==> src/rtl/pwm_capture_pkg.sv <==
// pwm_pkg: FSM state encoding and default sizing shared by the PWM capture and generator blocks.
`default_nettype none

package pwm_pkg;

  typedef enum logic [1:0] {
    IDLE    = 2'd0,
    ARM     = 2'd1,
    FIRST   = 2'd2,
    MEASURE = 2'd3
  } state_t;

  localparam int             DEF_W       = 32;
  localparam longint unsigned DEF_TIMEOUT = 1_000_000;

endpackage

`default_nettype wire

==> src/rtl/pwm_capture_sync_edge.sv <==
// sync_edge: two-flop synchronizer for an asynchronous input, plus rise/fall detection.
`default_nettype none

module sync_edge (
  input  logic clk,
  input  logic rst_n,
  input  logic din,
  output logic level,
  output logic rise,
  output logic fall
);

  logic s1, s2, s3;

  always_ff @(posedge clk or negedge rst_n) begin
    if (!rst_n) begin
      s1 <= 1'b0;
      s2 <= 1'b0;
      s3 <= 1'b0;
    end else begin
      s1 <= din;
      s2 <= s1;
      s3 <= s2;
    end
  end

  assign level = s2;
  assign rise  = s2 & ~s3;
  assign fall  = ~s2 & s3;

endmodule

`default_nettype wire

==> src/rtl/pwm_capture.sv <==
// pwm_capture: measures period and high time of an incoming PWM signal in clk cycles,
// with a one-cycle valid strobe per period and a sticky timeout for a stuck line.
`default_nettype none

module pwm_capture
  import pwm_pkg::*;
#(
  parameter int              W       = DEF_W,
  parameter longint unsigned TIMEOUT = DEF_TIMEOUT
) (
  input  logic         clk,
  input  logic         rst_n,
  input  logic         en,
  input  logic         pwm_in,
  output logic [W-1:0] period,
  output logic [W-1:0] width,
  output logic         valid,
  output logic         timeout,
  output logic         level
);

  localparam logic [W-1:0] CNT_MAX = '1;
  localparam logic [W-1:0] TO_CNT  = W'(TIMEOUT);

  state_t       state;
  logic [W-1:0] cnt;
  logic [W-1:0] hi;
  logic         rise;
  logic         fall;

  sync_edge u_sync (
    .clk   (clk),
    .rst_n (rst_n),
    .din   (pwm_in),
    .level (level),
    .rise  (rise),
    .fall  (fall)
  );

  always_ff @(posedge clk or negedge rst_n) begin
    if (!rst_n) begin
      state   <= IDLE;
      cnt     <= '0;
      hi      <= '0;
      period  <= '0;
      width   <= '0;
      valid   <= 1'b0;
      timeout <= 1'b0;
    end else if (!en || state == IDLE) begin
      // Results and the timeout flag survive a disable; only the running counts clear.
      state <= en ? ARM : IDLE;
      cnt   <= '0;
      hi    <= '0;
      valid <= 1'b0;
    end else begin
      valid <= 1'b0;

      if (rise)
        cnt <= W'(1);
      else if (cnt != CNT_MAX)
        cnt <= cnt + 1'b1;

      if (fall)
        hi <= cnt;

      // A rise always takes priority over a coincident timeout.
      if (rise) begin
        timeout <= 1'b0;
        case (state)
          ARM:     state <= FIRST;
          FIRST:   state <= MEASURE;
          MEASURE: begin
            period <= cnt;
            width  <= hi;
            valid  <= 1'b1;
          end
          default: state <= IDLE;
        endcase
      end else if (cnt == TO_CNT) begin
        timeout <= 1'b1;
        period  <= '0;
        width   <= '0;
        state   <= ARM;
      end
    end
  end

endmodule

`default_nettype wire

==> config.mk <==
export PLATFORM = sky130hd
export DESIGN_NAME = pwm_capture
export DESIGN_NICKNAME = d
export VERILOG_FILES = /design/src/rtl/pwm_capture_pkg.sv /design/src/rtl/pwm_capture_sync_edge.sv /design/src/rtl/pwm_capture.sv
export SDC_FILE = /design/constraint.sdc
export NUM_CORES = 1
export LEC_CHECK = 0
export ABC_AREA = 1
export CORE_ASPECT_RATIO = 1.5
export CORE_UTILIZATION = 60
export CTS_BUF_LIST = sky130_fd_sc_hd__clkbuf_4
export DETAILED_ROUTE_END_ITERATION = 8
export DONT_BUFFER_PORTS = 1
export PLACE_DENSITY = 0.82
export RECOVER_POWER = 50
export SETUP_SLACK_MARGIN = 0.05
export SYNTH_ARGS = -nofsm -noshare
export SYNTH_HDL_FRONTEND = slang
export SYNTH_HIERARCHICAL = 1
export SYNTH_SLANG_ARGS = --single-unit
==> constraint.sdc <==
create_clock -name clk -period 5.1 [get_ports clk]
set_clock_uncertainty 0.1 [all_clocks]
set_input_delay 1.02 -clock clk [delete_from_list [all_inputs] [get_ports clk]]
set_output_delay 1.02 -clock clk [all_outputs]
set_load 0.01 [all_outputs]
Word-level counts from Yosys, hierarchy flattened
Cells that the tools add are included.
Word-level totals
  word-level logic and storage cells: 53
  bits in registers: 135
Cells by class
  equal/unequal tests: 7
  $add $sub $neg: 1
  reduce and logical (&&, ||, !) cells: 10
  mux-type cells: 20
  bitwise gates (word level): 5
Operators with widths (number)
  two-way mux 32 bit: 10
  adder 32 x 1 -> 32 bit (second input constant): 1
  == test 32 x 20 -> 1 bit (second input constant): 1
  inequality test 32 bit (second input constant): 1
  two-way mux 1 bit: 6
  two-way mux 2 bit: 3
  case mux 2 bit (3 select lines): 1
  nonzero test 3 bit: 2
  == test 2 bit (second input constant): 2
  AND reduction 2 bit: 2
  nonzero test 2 bit: 2
  inequality test 3 bit (second input constant): 1
  NOT 1 bit: 3
  AND reduction 3 bit: 1
  AND 1 bit: 2
  == test 2 x 1 -> 1 bit (second input constant): 1
  zero test 2 bit: 1
  inequality test 2 x 1 -> 1 bit (second input constant): 1
  zero test 1 bit: 1
  logical OR 1 bit: 1

Depth between registers and ports, before layout
Gate-level depths: netlist of run 1.
  depth after elaboration: 4
  mapped depth: 10

Cells and area by module
Netlist of run 1, hierarchy kept.
By module, submodules not included
  pwm_capture: instances 1, area each 6367.4 µm², cells each 789
  sync_edge: instances 1, area each 90.1 µm², cells each 7

Least setup slack after synthesis of run 1
No wires, ideal clock.
  path kind: input to register
  start: in en
  end: reg width[0]
  slack: 2.930 ns
  setup time: 0.117 ns
  arrival: 1.953 ns
  stages on the path: 9
  cells stage by stage: inv_2 > nor2_4 > inv_2 > nor2_1 > nand2_1 > buf_2 > buf_2 > nand3_1 > nand2_1
Between the ends
  word-level cells in the longest chain between the ends: 4
RTL lines
  start: declaration: line pwm_capture.sv:13  | input logic en,
  zero test 1 bit: line pwm_capture.sv:49  | end else if (!en || state == IDLE) begin
  logical OR 1 bit: line pwm_capture.sv:49
  NOT 1 bit (no line)
  AND reduction 3 bit (no line)
  end signal: assignment: line pwm_capture.sv:74  | width <= hi;
  end: declaration: line pwm_capture.sv:16  | output logic [W-1:0] width,
Every way passes these cells.
A chain may end at the register's enable or synchronous reset.

Worst setup path after layout of run 1
  start: reg u_sync.s2 (netlist: u_sync/level)
  end: reg period[5]
Between the ends
  word-level cells in the longest chain between the ends: 3
RTL lines
  start: declaration: line pwm_capture_sync_edge.sv:13  | logic s1, s2, s3;
  start signal: assignment: line pwm_capture_sync_edge.sv:18  | s2 <= 1'b0;
  start signal: assignment: line pwm_capture_sync_edge.sv:22  | s2 <= s1;
  AND 1 bit (*): line pwm_capture_sync_edge.sv:28  | assign rise = s2 & ~s3;
  net rise: line pwm_capture.sv:28  | logic rise;
  inequality test 2 x 1 -> 1 bit (no line) / nonzero test 2 bit (equally long branches)
  AND reduction 3 bit (no line)
  end signal: assignment: line pwm_capture.sv:73  | period <= cnt;
  end: declaration: line pwm_capture.sv:15  | output logic [W-1:0] period,
The timed path passes the listed nets; every way through them passes the cells marked *.

==> flow_metrics.py, run 1 <==
metrics = {
    "status": {
        "status": "complete, but fails checks",
        "violations": "max-capacitance violations, max-slew violations",
    },
    "final_layout": {
        "fin_nets": 783,
        "final_cell_mix": "192 x nand2_1, 135 x dfrtp_1, 97 x nand3_1",
        "syn2layout_area_growth_pct": 5.018,
        "utilization_pct": 64.39,
        "drive_above_1_share_pct": 8.005,
        "final_common_cell": "nand2_1",
        "instances_no_fill": 932,
    },
    "global_routing": {
        "antenna_found_initial": 1,
        "grtUsageTotal_pct": 33.80,
        "grt_pass1_wl_mm": 28.17,
        "grt_pass1_vias": 5478,
        "grt_max_degree": 108,
        "grt_overflow": 0,
    },
    "clocking": {
        "clock_latency_ps": 560,
        "clk_path_buf_depth": 2,
        "cts_sinks": 135,
        "htreeDepth": 4,
        "cts_root_buf": "clkbuf_4",
        "cts_tree": "yes",
        "path_clk_slew_ps": 140,
        "post-cts-setup-buffers": 0,
        "tritoncts.num_buffers": 17,
    },
    "sta": {
        "fin_setup_tns_ps": 0,
        "layout_setup_ws_ps": 2456,
        "maxSlewViolCount": 25,
        "maxSlewHeadroom_pct": -3.412,
        "hold_violations": 0,
        "tightest_slew_ps": 1551,
        "max_freq_mhz": 378.2,
        "period_needed_ps": 2644,
        "setup_violations": 0,
        "fin_crit_sh_pct": 51.85,
        "rsz0062_at_grt": "false",
    },
    "floorplanning": {
        "die_width_um": 86.71,
        "io_pins": 71,
        "die-area_um2": 11190,
        "rows": 46,
        "start_util_pct": 61.31,
        "die_y_um": 129.1,
        "coreArea_um2": 10530,
    },
    "setup_path": {
        "startpoint": "u_sync/level",
        "regToRegStartpoint": "u_sync/level",
        "r2r_end": "period[5]",
        "path_class": "flip-flop to flip-flop",
        "cpPeakStageDelay_ps": 550,
        "r2r_cells": 8,
        "slowest_stage": "buf_4",
        "cp_max_fo": 66,
        "path_cells": "inv_1, nor2_4, buf_4, nor2_2, nand3_2, buf_4, nand3_1, nand2_1",
        "crit_buf_inv": 3,
        "worstSetupStartpointType": "flip-flop",
        "crit_path_end_kind": "flip-flop",
        "ff2ff_setup_slack_ps": 2460,
        "crit_top_cell": "buf_4",
        "worst_ep_arrival_time_ps": 3030,
        "crit_family": "buffers and inverters",
        "cp.required_ps": 5480,
    },
    "logic_synthesis": {
        "ys_seq_area_share_pct": 52.32,
        "yosys_warnings": 6,
        "syn_area_per_cell_um2": 8.112,
        "synth_nets": 805,
        "ys_ff_latch": 135,
        "synth_cells": 796,
        "synth.distinct_cells": 29,
        "syn_area_um2": 6457,
    },
    "drt": {
        "drt_wl_total_mm": 17.48,
        "initialDrtViolationCount": 320,
        "vias": 5507,
        "drc_errors": 0,
        "viasPerCell": 5.909,
        "drt_pass1_iterations": 7,
        "wire_per_inst_um": 18.76,
        "postRouteAntennaNets": 0,
    },
    "place": {
        "dp_slack_ps": 2344,
        "dp_cells": 893,
        "port_buffers": 0,
        "dpl.hpwl_mm": 11.71,
        "globalplace.congestion": 0.9614,
    },
    "power_and_ir_drop": {
        "cellLeakagePower_uw": 0.003253,
        "pwr_density_cell_nw_per_um2": 274.4,
        "peakVddDrop_mv": 0.1862,
        "finalPower_uw": 1861,
    },
    "run": {
        "maxCapViolCount": 1,
    },
    "worst_hold_path": {
        "hp-class": "input port to asynchronous set/reset pin",
    },
}
[synth_stat cells, drive strengths merged]
master,n,area share [%]
nor2,82,5.4
a21oi,40,3.1
nand3,99,7.9
a31oi,1,0.097
a22oi,1,0.12
clkinv,1,0.058
o21ai,50,3.9
clkbuf,34,2.0
and2,2,0.19
nand3b,1,0.12
nand4,79,7.8
nand2,195,11
ha,5,0.97
inv,51,3.0
nor3,2,0.16
dfrtp,135,52
buf,18,1.5
[report_power, final]
| part | internal, uW | leakage (uW) | switching (uW) |
|---|---|---|---|
| logic | 18.9 | 0.00124 | 74.7 |
| registers | 1080 | 0.00187 | 12.1 |
| clock network | 219 | 0.000138 | 452 |
| total | 1320 | 0.00325 | 539 |
[how the worst max path moves through the flow]
stage,end,cells past startpoint
after floorplan,width[0],9
after global placement,state[0],8
after detailed placement,state[0],8
after CTS,period[5],8
after global routing,period[5],8
final,period[5],8
[worst reg2reg max path, cell delays in order (launching register included)]
cell and delay [ps]:
dfrtp_1 510, inv_1 120, nor2_4 110, buf_4 550, nor2_2 110, nand3_2 380
buf_4 430, nand3_1 140, nand2_1 110
[layer usage]
metal / vias to the layer above / track usage [%] / wire length (um)
met5: - / 0 / 0
met4: 0 / 17.55 / 898
met3: 54 / 6.178 / 775
met2: 174 / 57.47 / 8884
met1: 2635 / 40.89 / 6924
li1: 2644 / - / -
[repair_timing]
action,4_1_cts,5_1_grt
hold endpoints to repair,24,22
resized for setup,0,0
hold buffers,4,2
endpoints found under the setup margin,0,0
[registers in the layout, indices dropped and copies added, names as in the netlist]
register and cells:
valid 1, period 32, u_sync/level 1, u_sync/s3 1, cnt 32, u_sync/s1 1
timeout 1, state 2, width 32, hi 32
[layout make-up]
class,count,area (um^2)
Fill cell,940,3751
Sequential cell,135,3378
Multi-Input combinational cell,557,2676
Inverter,52,195.2
Tap cell,144,180.2
Clock buffer,18,135.1
Clock inverter,14,128.9
Timing Repair Buffer,11,85.08
Antenna cell,1,2.502
[through the flow]
| step | instance area (um^2) | hold slack, ps |
|---|---|---|
| 3_5_place_dp | 6467 | 250.2 |
| 6_report | 6782 | 41.51 |
| 2_1_floorplan | 6457 | 231.2 |
| 5_1_grt | 6782 | 0.1660 |
| 3_3_place_gp | 6467 | 232.7 |
| 4_1_cts | 6782 | 1.592 |
[cells by family after synthesis]
logic type                 share of synthesized area [%]
and+or+nand+nor                                    32.98
DFF                                                52.32
buffers and inverters                              6.549
AOI/OAI and AO/OA                                  7.189
adders and majority gates                         0.9688
(Power assumes the default switching activity.)
==> inputs of run 2 (changes only) <==
PLACE_DENSITY = 0.85   (was 0.82)
clock period = 2.35 ns   (was 5.1 ns; I/O delays follow)
==> flow_metrics.py, run 2 (synthesis results as in run 1) <==
metrics = {
    "final_layout": {
        "final_common_cell": "nand2_1",
        "fill_cells": 887,
        "stdcell_area_um2": 6945,
        "fin_nets": 794,
        "antennaDiodeCount": 0,
        "final_cell_mix": "192 x nand2_1, 135 x dfrtp_1, 97 x nand3_1",
        "drive_above_1_share_pct": 9.900,
        "syn2layout_area_growth_pct": 7.557,
    },
    "setup_path": {
        "worstSetupEndpoint": "period[29]",
        "crit_path_end_kind": "flip-flop",
        "regToRegStartpoint": "cnt[1]",
        "worst_ep_arrival_time_ps": 2410,
        "startpoint": "cnt[1]",
        "ff2ff_setup_slack_ps": 280,
        "cp.required_ps": 2680,
        "cp_max_fo": 64,
        "worstSetupStartpointType": "flip-flop",
        "r2r_cells": 9,
        "path_class": "flip-flop to flip-flop",
        "r2r_end": "period[29]",
    },
    "floorplanning": {
        "start_util_pct": 61.31,
        "die_width_um": 86.71,
        "rows": 46,
        "die-area_um2": 11190,
        "die_y_um": 129.1,
        "io_pins": 71,
        "coreArea_um2": 10530,
    },
    "sta": {
        "whs_ps": -499.9,
        "tightest_slew_ps": 656.9,
        "period_needed_ps": 2072,
        "setup_violations": 0,
        "maxSlewHeadroom_pct": 56.21,
        "max_freq_mhz": 482.5,
        "rsz0062_at_grt": "false",
        "fin_setup_tns_ps": 0,
        "maxSlewViolCount": 0,
        "fin_crit_sh_pct": 88.19,
        "hold_violations": 135,
    },
    "clocking": {
        "path_clk_slew_ps": 130,
        "clock_latency_ps": 550,
        "cts_tree": "yes",
        "cts_root_buf": "clkbuf_4",
        "cts_sinks": 135,
        "tritoncts.num_buffers": 17,
        "ctsHoldBuffers": 1,
        "cts_resized": 0,
        "clk_path_buf_depth": 2,
        "post-cts-setup-buffers": 0,
        "htreeDepth": 4,
    },
    "drt": {
        "initialDrtViolationCount": 473,
        "vias": 5565,
        "drt_wl_total_mm": 17.15,
        "met3_length_um": 739,
        "dr_wl_met2_mm": 9.013,
        "postRouteAntennaNets": 0,
        "drt_pass1_iterations": 5,
        "drc_errors": 0,
        "top_layer_used": "met4",
        "wl_met1_mm": 6.765,
        "wire_per_inst_um": 18.21,
        "viasPerCell": 5.908,
    },
    "global_routing": {
        "grtUsageTotal_pct": 33.22,
        "grt_max_degree": 136,
        "grt_overflow": 0,
        "antenna_found_initial": 0,
        "grt_pass1_wl_mm": 27.95,
        "grt_pass1_vias": 5501,
    },
    "status": {
        "violations": "negative hold slack",
        "status": "complete, but fails checks",
    },
    "power_and_ir_drop": {
        "pwr_density_cell_nw_per_um2": 616.3,
        "peakVddDrop_mv": 0.5513,
        "cellLeakagePower_uw": 0.003351,
    },
    "run": {
        "maxCapViolCount": 0,
    },
    "place": {
        "dpl.hpwl_mm": 12.17,
        "port_buffers": 0,
        "globalplace.congestion": 0.9414,
        "placed_area_um2": 6613,
    },
    "worst_hold_path": {
        "hp-class": "input port to asynchronous set/reset pin",
    },
}
-- run 2: cell count changes in the layout (fill, tap and decap cells not counted), sizes merged, moves of 2 or more --
cell / before / now
inv: 60 / 58
bufinv: 0 / 3
clkbuf: 20 / 18
dlygate4sd3: 4 / 1
buf: 5 / 21
-- run 2: how the worst min path moves through the flow --
stage,startpoint,endpoint,depth (start not counted)
6_report,rst_n,period[27],0
5_1_grt,rst_n,width[1],0
4_1_cts,rst_n,width[27],0
3_5_place_dp,rst_n,period[5],0
3_3_place_gp,rst_n,period[3],0
2_1_floorplan,rst_n,cnt[0],0
-- run 2: area by class of cell --
cell class                 instances  area [um^2]  share of cell area [%]
inverter                          52        195.2                   2.810
tap                              144        180.2                   2.594
clock inverter                    14        187.7                   2.702
multi-input combinational        557         2676                   38.53
sequential                       135         3378                   48.64
timing repair buffer              22        192.7                   2.774
clock buffer                      18        135.1                   1.946
-- run 2: through the flow --
step           utilization (%)  std cells  setup slack (ps)  power (uW)  hold WS [ps]
2_1_floorplan                -        796             563.2        2546         74.41
4_1_cts                  65.94        942             294.3        4311        -533.9
5_1_grt                  65.94        942             103.9        4434        -548.2
6_report                 65.94        942             277.6        4280        -499.9
3_5_place_dp             62.78        909             324.9        2602         77.53
3_3_place_gp             62.78        909             424.1        2595         76.67
-- run 2: report_power, final --
| part | internal, uW | switching, uW |
|---|---|---|
| Sequential | 2350 | 22.1 |
| Combinational | 48.9 | 140 |
| Clock | 780 | 937 |
-- run 2: worst max-delay path: stages (launching register included) --
cell	delay (ps)
dfrtp_1	400
buf_4	160
inv_1	150
ha_1	190
nand3_1	80
nor2_1	210
nand3_2	90
buf_4	310
nand3_1	170
nand2_1	60
-- run 2: metal layers --
metal  GRT usage (%)  vias to the layer above
met4           15.98                        0
met2           57.66                      191
met1           39.37                     2665
met5               0                        -
met3           6.497                       45
li1                -                     2664
==> inputs of run 3 (changes only) <==
PLACE_DENSITY = 0.82   (was 0.85)
clock period = 2.5 ns   (was 2.35 ns; I/O delays follow)
==> flow_metrics.py, run 3 (synthesis results as in run 1) <==
metrics = {
    "status": {
        "status": "complete, but fails checks",
        "violations": "negative hold slack",
    },
    "setup_path": {
        "startpoint": "cnt[1]",
        "slowest_stage": "dfrtp_1",
        "cpPeakStageDelay_ps": 410,
        "cp.depth": 9,
        "cp_max_fo": 40,
        "worst_ep_arrival_time_ps": 2330,
        "r2r_cells": 9,
        "path_cells": "buf_4, inv_1, ha_1, nand3_1, nor2_1, nand3_2, buf_4, nand3_1, nand2_1",
        "crit_buf_inv": 3,
        "cp.required_ps": 2810,
        "worstSetupStartpointType": "flip-flop",
        "crit_family": "simple AND/OR/NAND/NOR gates",
        "crit_path_end_kind": "flip-flop",
        "path_class": "flip-flop to flip-flop",
        "regToRegStartpoint": "cnt[1]",
    },
    "global_routing": {
        "antenna_found_initial": 1,
        "grt_overflow": 0,
        "grt_max_degree": 136,
        "grt_pass1_wl_mm": 27.45,
        "grt_pass1_vias": 5427,
        "grtUsageTotal_pct": 32.58,
    },
    "drt": {
        "wire_per_inst_um": 18.20,
        "drc_errors": 0,
        "vias": 5535,
        "initialDrtViolationCount": 438,
        "postRouteAntennaNets": 0,
        "viasPerCell": 5.907,
        "drt_pass1_iterations": 5,
        "drt_wl_total_mm": 17.06,
    },
    "power_and_ir_drop": {
        "peakVddDrop_mv": 0.3945,
        "pwr_density_cell_nw_per_um2": 560.2,
        "cellLeakagePower_uw": 0.003310,
        "finalPower_uw": 3846,
    },
    "clocking": {
        "tritoncts.num_buffers": 17,
        "clock_latency_ps": 530,
        "cts_tree": "yes",
        "cts_resized": 0,
        "ctsHoldBuffers": 1,
        "htreeDepth": 4,
        "post-cts-setup-buffers": 0,
        "cts_sinks": 135,
        "path_clk_slew_ps": 120,
        "clk_path_buf_depth": 2,
        "cts_root_buf": "clkbuf_4",
    },
    "sta": {
        "setup_violations": 0,
        "max_freq_mhz": 494.6,
        "rsz0062_at_grt": "false",
        "fin_setup_tns_ps": 0,
        "maxSlewHeadroom_pct": 56.84,
        "layout_setup_ws_ps": 478.2,
        "maxSlewViolCount": 0,
        "whs_ps": -450.9,
        "fin_crit_sh_pct": 80.87,
        "tightest_slew_ps": 647.5,
        "period_needed_ps": 2022,
        "hold_violations": 135,
    },
    "final_layout": {
        "syn2layout_area_growth_pct": 6.317,
        "final_common_cell": "nand2_1",
        "final_cell_mix": "192 x nand2_1, 135 x dfrtp_1, 97 x nand3_1",
        "drive_above_1_share_pct": 9.217,
        "regArea_um2": 3378,
        "fill_cells": 938,
        "fin_nets": 789,
        "multiInputGateArea_um2": 2676,
        "stdcell_area_um2": 6865,
    },
    "place": {
        "dp_slack_ps": 550.4,
        "dpl.hpwl_mm": 12.23,
        "globalplace.congestion": 0.9039,
        "port_buffers": 0,
        "placed_area_um2": 6575,
    },
    "run": {
        "maxCapViolCount": 0,
    },
    "floorplanning": {
        "start_util_pct": 61.31,
        "coreArea_um2": 10530,
        "die_y_um": 129.1,
        "die-area_um2": 11190,
        "rows": 46,
        "die_width_um": 86.71,
        "io_pins": 71,
    },
    "worst_hold_path": {
        "hp-class": "input port to asynchronous set/reset pin",
    },
}
[run 3: changes by cell type in the layout (fill, tap and decap cells not counted), moves of 2 or more]
cell,change
clkinv_4,+2
inv_6,-3
buf_4,-5
clkinv_2,+4
[run 3: layer usage]
layer  part of all wire, %  GRT usage, %  vias up
met2                    52         56.21      181
met1                    40         39.32     2664
li1                      -             -     2647
met4                   4.1         15.88        0
met5                     0             0        -
met3                   3.9         5.669       43
[run 3: through the flow]
step | util (%) | hold WS, ps | std cells
after floorplan | - | 104.4 | 796
after global routing | 65.18 | -512.6 | 937
final | 65.18 | -450.9 | 937
after CTS | 65.16 | -500.5 | 936
after global placement | 62.43 | 106.8 | 904
after detailed placement | 62.43 | 106.8 | 904
[run 3: final timing paths]
kind / slack (ps) / endpoint
worst max-delay path: 480 / period[18]
worst min-delay path: -450 / period[3]
worst max register to register: 480 / period[18]
worst min register to register: 280 / u_sync/level
max in group asynchronous: 2580 / cnt[11]
min in group clk: 180 / state[0]
[run 3: worst reg2reg max path, stage by stage (launching register included)]
cell and delay (ps):
dfrtp_1 410, buf_4 170, inv_1 120, ha_1 190
nand3_1 80, nor2_1 240, nand3_2 120, buf_4 270
nand3_1 140, nand2_1 70
[run 3: power by group]
group          switching (uW)  total [uW]  internal, uW
combinational             131         177          45.9
clock                     841        1440           596
sequential               20.6        2230          2210
[run 3: area by class of cell]
type,count,share of cell area [%]
tap,144,2.624
clock buffer,17,1.859
antenna,1,0.03645
inverter,52,2.843
multi-input combinational,557,38.98
timing repair buffer,17,2.260
clock inverter,14,2.187
sequential,135,49.21
